<file path="src/rtl/portb_arbiter.sv">
// Two-master arbiter for the shared data port B: registered ownership with
// round-robin tie-break, bounded burst hold and a read-return pipe matched to RAM latency.
module portb_arbiter #(
  parameter int unsigned BURST     = 4,
  parameter int unsigned RD_LAT    = 1,
  parameter logic [31:0] IDLE_ADDR = 32'h0
) (
  input  logic        clk,
  input  logic        rst,
  input  logic        m0_req,
  input  logic [31:0] m0_addr,
  input  logic [31:0] m0_wdata,
  input  logic        m0_we,
  output logic        m0_gnt,
  output logic [31:0] m0_rdata,
  output logic        m0_rvalid,
  input  logic        m1_req,
  input  logic [31:0] m1_addr,
  input  logic [31:0] m1_wdata,
  input  logic        m1_we,
  output logic        m1_gnt,
  output logic [31:0] m1_rdata,
  output logic        m1_rvalid,
  output logic        stall_cpu,
  output logic [31:0] addr_b,
  output logic [31:0] data_b_out,
  output logic        we_b,
  input  logic [31:0] data_b_in
);

  typedef enum logic [1:0] {IDLE = 2'd0, OWN0 = 2'd1, OWN1 = 2'd2} state_t;

  localparam logic [3:0] CNT_LAST = 4'(BURST - 1);

  state_t     r_state, w_state_next;
  logic [3:0] r_cnt, w_cnt_next;
  logic       r_rr, w_rr_next;
  logic       w_rd_valid, w_rd_owner;
  logic       w_tail_valid, w_tail_owner;

  always_ff @(posedge clk or posedge rst) begin
    if (rst) begin
      r_state <= IDLE;
      r_cnt   <= '0;
      r_rr    <= 1'b0;
    end else begin
      r_state <= w_state_next;
      r_cnt   <= w_cnt_next;
      r_rr    <= w_rr_next;
    end
  end

  always_comb begin
    w_state_next = r_state;
    w_cnt_next   = r_cnt;
    w_rr_next    = r_rr;
    case (r_state)
      IDLE: begin
        w_cnt_next = '0;
        if (m0_req && m1_req) w_state_next = r_rr ? OWN1 : OWN0;
        else if (m0_req)      w_state_next = OWN0;
        else if (m1_req)      w_state_next = OWN1;
      end
      OWN0: begin
        if (!m0_req) begin
          w_cnt_next = '0;
          if (m1_req) begin
            w_state_next = OWN1;
            w_rr_next    = 1'b1;
          end else begin
            w_state_next = IDLE;
          end
        end else if (m1_req) begin
          if (r_cnt == CNT_LAST) begin
            w_state_next = OWN1;
            w_cnt_next   = '0;
            w_rr_next    = 1'b1;
          end else if (r_cnt != 4'hF) begin
            w_cnt_next = r_cnt + 4'd1;
          end
        end else begin
          w_cnt_next = '0;
        end
      end
      OWN1: begin
        if (!m1_req) begin
          w_cnt_next = '0;
          if (m0_req) begin
            w_state_next = OWN0;
            w_rr_next    = 1'b0;
          end else begin
            w_state_next = IDLE;
          end
        end else if (m0_req) begin
          if (r_cnt == CNT_LAST) begin
            w_state_next = OWN0;
            w_cnt_next   = '0;
            w_rr_next    = 1'b0;
          end else if (r_cnt != 4'hF) begin
            w_cnt_next = r_cnt + 4'd1;
          end
        end else begin
          w_cnt_next = '0;
        end
      end
      default: begin
        w_state_next = IDLE;
        w_cnt_next   = '0;
      end
    endcase
  end

  // Grants come straight off the registered owner so port B never glitches to a non-owner.
  assign m0_gnt    = (r_state == OWN0) & m0_req;
  assign m1_gnt    = (r_state == OWN1) & m1_req;
  assign stall_cpu = m0_req & ~m0_gnt;

  assign addr_b     = m0_gnt ? m0_addr  : (m1_gnt ? m1_addr  : IDLE_ADDR);
  assign data_b_out = m0_gnt ? m0_wdata : (m1_gnt ? m1_wdata : 32'h0);
  assign we_b       = (m0_gnt & m0_we) | (m1_gnt & m1_we);

  assign w_rd_valid = (m0_gnt & ~m0_we) | (m1_gnt & ~m1_we);
  assign w_rd_owner = m1_gnt;

  generate
    if (RD_LAT == 0) begin : g_comb
      assign w_tail_valid = w_rd_valid;
      assign w_tail_owner = w_rd_owner;
    end else begin : g_pipe
      logic [RD_LAT-1:0] r_pipe_valid;
      logic [RD_LAT-1:0] r_pipe_owner;

      always_ff @(posedge clk or posedge rst) begin
        if (rst) begin
          r_pipe_valid <= '0;
          r_pipe_owner <= '0;
        end else begin
          for (int k = RD_LAT - 1; k > 0; k--) begin
            r_pipe_valid[k] <= r_pipe_valid[k-1];
            r_pipe_owner[k] <= r_pipe_owner[k-1];
          end
          r_pipe_valid[0] <= w_rd_valid;
          r_pipe_owner[0] <= w_rd_owner;
        end
      end

      assign w_tail_valid = r_pipe_valid[RD_LAT-1];
      assign w_tail_owner = r_pipe_owner[RD_LAT-1];
    end
  endgenerate

  assign m0_rvalid = w_tail_valid & ~w_tail_owner;
  assign m1_rvalid = w_tail_valid &  w_tail_owner;
  assign m0_rdata  = m0_rvalid ? data_b_in : 32'h0;
  assign m1_rdata  = m1_rvalid ? data_b_in : 32'h0;

endmodule

</file>
<file path="config.mk">
export PLATFORM = sky130hd
export DESIGN_NAME = portb_arbiter
export DESIGN_NICKNAME = d
export VERILOG_FILES = /design/src/rtl/portb_arbiter.sv
export SDC_FILE = /design/constraint.sdc
export NUM_CORES = 1
export LEC_CHECK = 0
export CAP_MARGIN = 10
export CORE_AREA = 2 2 116 118
export CTS_BUF_LIST = sky130_fd_sc_hd__clkbuf_16
export DETAILED_ROUTE_END_ITERATION = 8
export DIE_AREA = 0 0 118 120
export PLACE_DENSITY = 0.54
export SYNTH_ARGS = -nofsm -noshare
export SYNTH_HDL_FRONTEND = slang
export SYNTH_SLANG_ARGS = --single-unit
export TNS_END_PERCENT = 30
</file>
<file path="constraint.sdc">
create_clock -name clk -period 3.2 [get_ports clk]
set_clock_uncertainty 0.05 [all_clocks]
set_input_delay 0.32 -clock clk [delete_from_list [all_inputs] [get_ports clk]]
set_output_delay 0.32 -clock clk [all_outputs]
set_load 0.01 [all_outputs]
</file>
==> metrics.txt <==
Ys Warns 0; RD Place Congestion about 0.8; post-detailed-route count of antenna-violating nets 0; die width 118 um; gr usage total 15.7%; post-synth top area cell a22o_1; combinational power share ~80%; R2R Setup Slk around 1.5 ns; die area 14,200 um^2; Finished Layout Cells 680; Worst EP arrival 2.55 ns; die height approximately 120 um; CTS buffer count 3; design area 4960 um^2; critical-path cell with the highest stage delay clkdlybuf4s50_1; critical path launch point type flop; core area 13,000 um^2; status finished, final reports clean; Top FF cell, synth dfrtp_1; Int Power 1150 uW; top cell type's share of synthesized area a little under a third; Post-Route WL ~12,000 um; Post-CTS Resized 0; Syn Inst Count 220; number of global-route vias before repair 2,751; number of synthesized flops with an enable pin 0; Post-CTS Setup Bufs 0; Nets 675; Synth Register Bits 9; MaxCap Viol Count 0; Final Cycle Share 91.1%; Post-synth ARST share 100%; CP Capture Type primary output; source of the worst register-to-register timing path r_state[0]$_DFFE_PP0P_; f_max 0.343 GHz; Site Rows 42; Post-Place Cell Area 4880 um^2; layout cells sized above 1 about 3.2%; Clock transition at path regs 0.04 ns; CTS tree built; WP buf/inv 3; layout overhead on the synthesized area 178%; Clk network pwr share a little under an eighth; sw frac 38.2%; syn_nets 391; Setup WS post-layout 0.283 ns; Clock Tree Buf Depth 2; Post-DP HPWL approximately 10,000 um; CTS root buf clkbuf_16; initial antenna violation count 1; Final Critical Period 2.92 ns; clk_lat worst skew 0.23 ns; Cell Area, Synth 1790 um^2; Synth area leaders a22o_1 32%, dfrtp_1 13%, and2_1 12%; routed len/inst 17.9 um; placed insts a little under 700; starting density of the core between 10 and 15%; Top Family by Delay on Critical Path buffers and inverters; IO Count 300; first-pass GRT wire length 17,400 um; Power Dens Cells 376 nW/um^2; CP Depth 7; Fill cells 1,345; pin count of the biggest net entering global routing 65; detail-routed via count per cell around 4.3; DRT Pass-1 Iters 4; R2R Path End r_state[1]$_DFFE_PP0P_; Slew Viols, Final 0; Crit Path Category flop to primary output; R2R depth 6; pre-CTS WS 0.375 ns; setup TNS 0 ns; Sink Count 9; Starting DRT DRC Count around 210; Hold Buf Count CTS 0; critical-path maximum fanout 50; Crit path largest cell delay roughly 0.56 ns; VDD IR max 0.000663 V; PortBufs 299; WP data required between 2 and 3 ns; static leakage 0.00198 uW; RSZ-0062 raised after global routing false; syn avg cell area 8.13 um^2; P_sw 712 uW; htree depth 1; Tightest Pin Transition roughly 0.44 ns; synth unique cells 33; Vias slightly below 3,000; Worst Hold Class input pin to async pin; post-synthesis sequential area ratio about an eighth; Hold Fails Final Rpt 0; Rel. slew slack a little over two thirds; CP Cell Sequence inv_1, ha_1, nand2_4, nor2_8, buf_12, a22o_1, clkdlybuf4s50_1; final setup fails 0; GRT overflow 0; DRC viols 0; Power Total 1860 uW; Worst setup endpoint addr_b[28]; sequential power share between 8 and 9%; CP Launch Point r_state[0]$_DFFE_PP0P_
routing by layer:
metal / vias up / track usage, % / wire (um)
li1: 1408 / - / -
met1: 1340 / 19.6 / 4970
met2: 139 / 29.0 / 6260
met3: 8 / 3.42 / 835
met5: - / 0 / 0
met4: 0 / 0.753 / 104
Yosys cell counts (3+ instances only):
cell	count
nand2_1	3
a21oi_1	4
inv_1	7
o21ai_0	6
buf_6	11
dfrtp_1	9
ha_1	5
buf_2	5
clkbuf_1	9
nor2_1	4
nand3_1	3
a22o_1	65
and3_1	32
and2_1	33
power groups by stage:
stage          Combinational [uW]  Clock [uW]  Sequential [uW]
2_1_floorplan                 707           0              156
3_3_place_gp                 1490           0              155
3_5_place_dp                 1490           0              158
4_1_cts                      1500         219              156
5_1_grt                      1590         227              161
6_report                     1490         215              157
metrics by stage:
stage	util (%)	hold slack, ns
2_1_floorplan	-	0.0979
3_3_place_gp	37.6	0.528
3_5_place_dp	37.6	0.550
4_1_cts	38.2	0.328
5_1_grt	38.2	0.350
6_report	38.2	0.305
flip-flops by register name, summed over array words and instances (netlist names):
| register | cells |
|---|---|
| r_cnt | 4 |
| g_pipe.r_pipe_owner | 1 |
| r_state | 2 |
| g_pipe.r_pipe_valid | 1 |
| r_rr | 1 |
cell type report:
| cell class | instances | area (um^2) | area share, % |
|---|---|---|---|
| multi-input cells | 177 | 1340 | 27.0 |
| inverters | 9 | 41.3 | 0.832 |
| repair buffers | 304 | 3060 | 61.6 |
| clock inverters | 1 | 3.75 | 0.0756 |
| diodes | 1 | 2.50 | 0.0504 |
| well taps | 176 | 220 | 4.44 |
| flip-flops and latches | 9 | 225 | 4.54 |
| clock buffers | 3 | 75.1 | 1.51 |
kinds of logic after synthesis:
family                     Yosys count  share of synthesized area (%)
AOI/OAI and AO/OA                   88                           40.6
adders and majority gates            5                           3.50
buffers and inverters               34                           12.5
DFF                                  9                           12.6
muxes                                2                           1.12
and+or+nand+nor                     82                           29.7
how the worst min path moves through the flow:
stage / slack (ns) / from / cells past startpoint / to
2_1_floorplan: 0.1 / rst / 1 / g_pipe.r_pipe_owner$_DFF_PP0_
3_3_place_gp: 0.53 / r_state[0]$_DFFE_PP0P_ / 2 / r_state[0]$_DFFE_PP0P_
3_5_place_dp: 0.55 / r_state[0]$_DFFE_PP0P_ / 2 / r_state[0]$_DFFE_PP0P_
4_1_cts: 0.33 / rst / 2 / r_cnt[0]$_DFF_PP0_
5_1_grt: 0.35 / rst / 2 / g_pipe.r_pipe_owner$_DFF_PP0_
6_report: 0.30 / rst / 2 / r_cnt[0]$_DFF_PP0_
placed cells by master, fill, tap and decap left out, types with 3 or more instances in the layout:
cell and n:
clkdlybuf4s50_1 299, a22o_1 65, and2_1 33, and3_1 32
dfrtp_1 9, inv_1 8, o21ai_0 6, ha_1 5
a21oi_1 4, nor2_1 4, nand2_1 3, nand3_1 3
clkbuf_16 3, buf_4 3
worst reg2reg max path, stage by stage (launching register included):
cell and delay [ns]:
dfrtp_1 0.41, inv_1 0.10, ha_1 0.33, mux2i_1 0.12
o22ai_1 0.32, o21ai_0 0.17, o41ai_2 0.08
No activity file was read; power rests on OpenSTA's default activity.
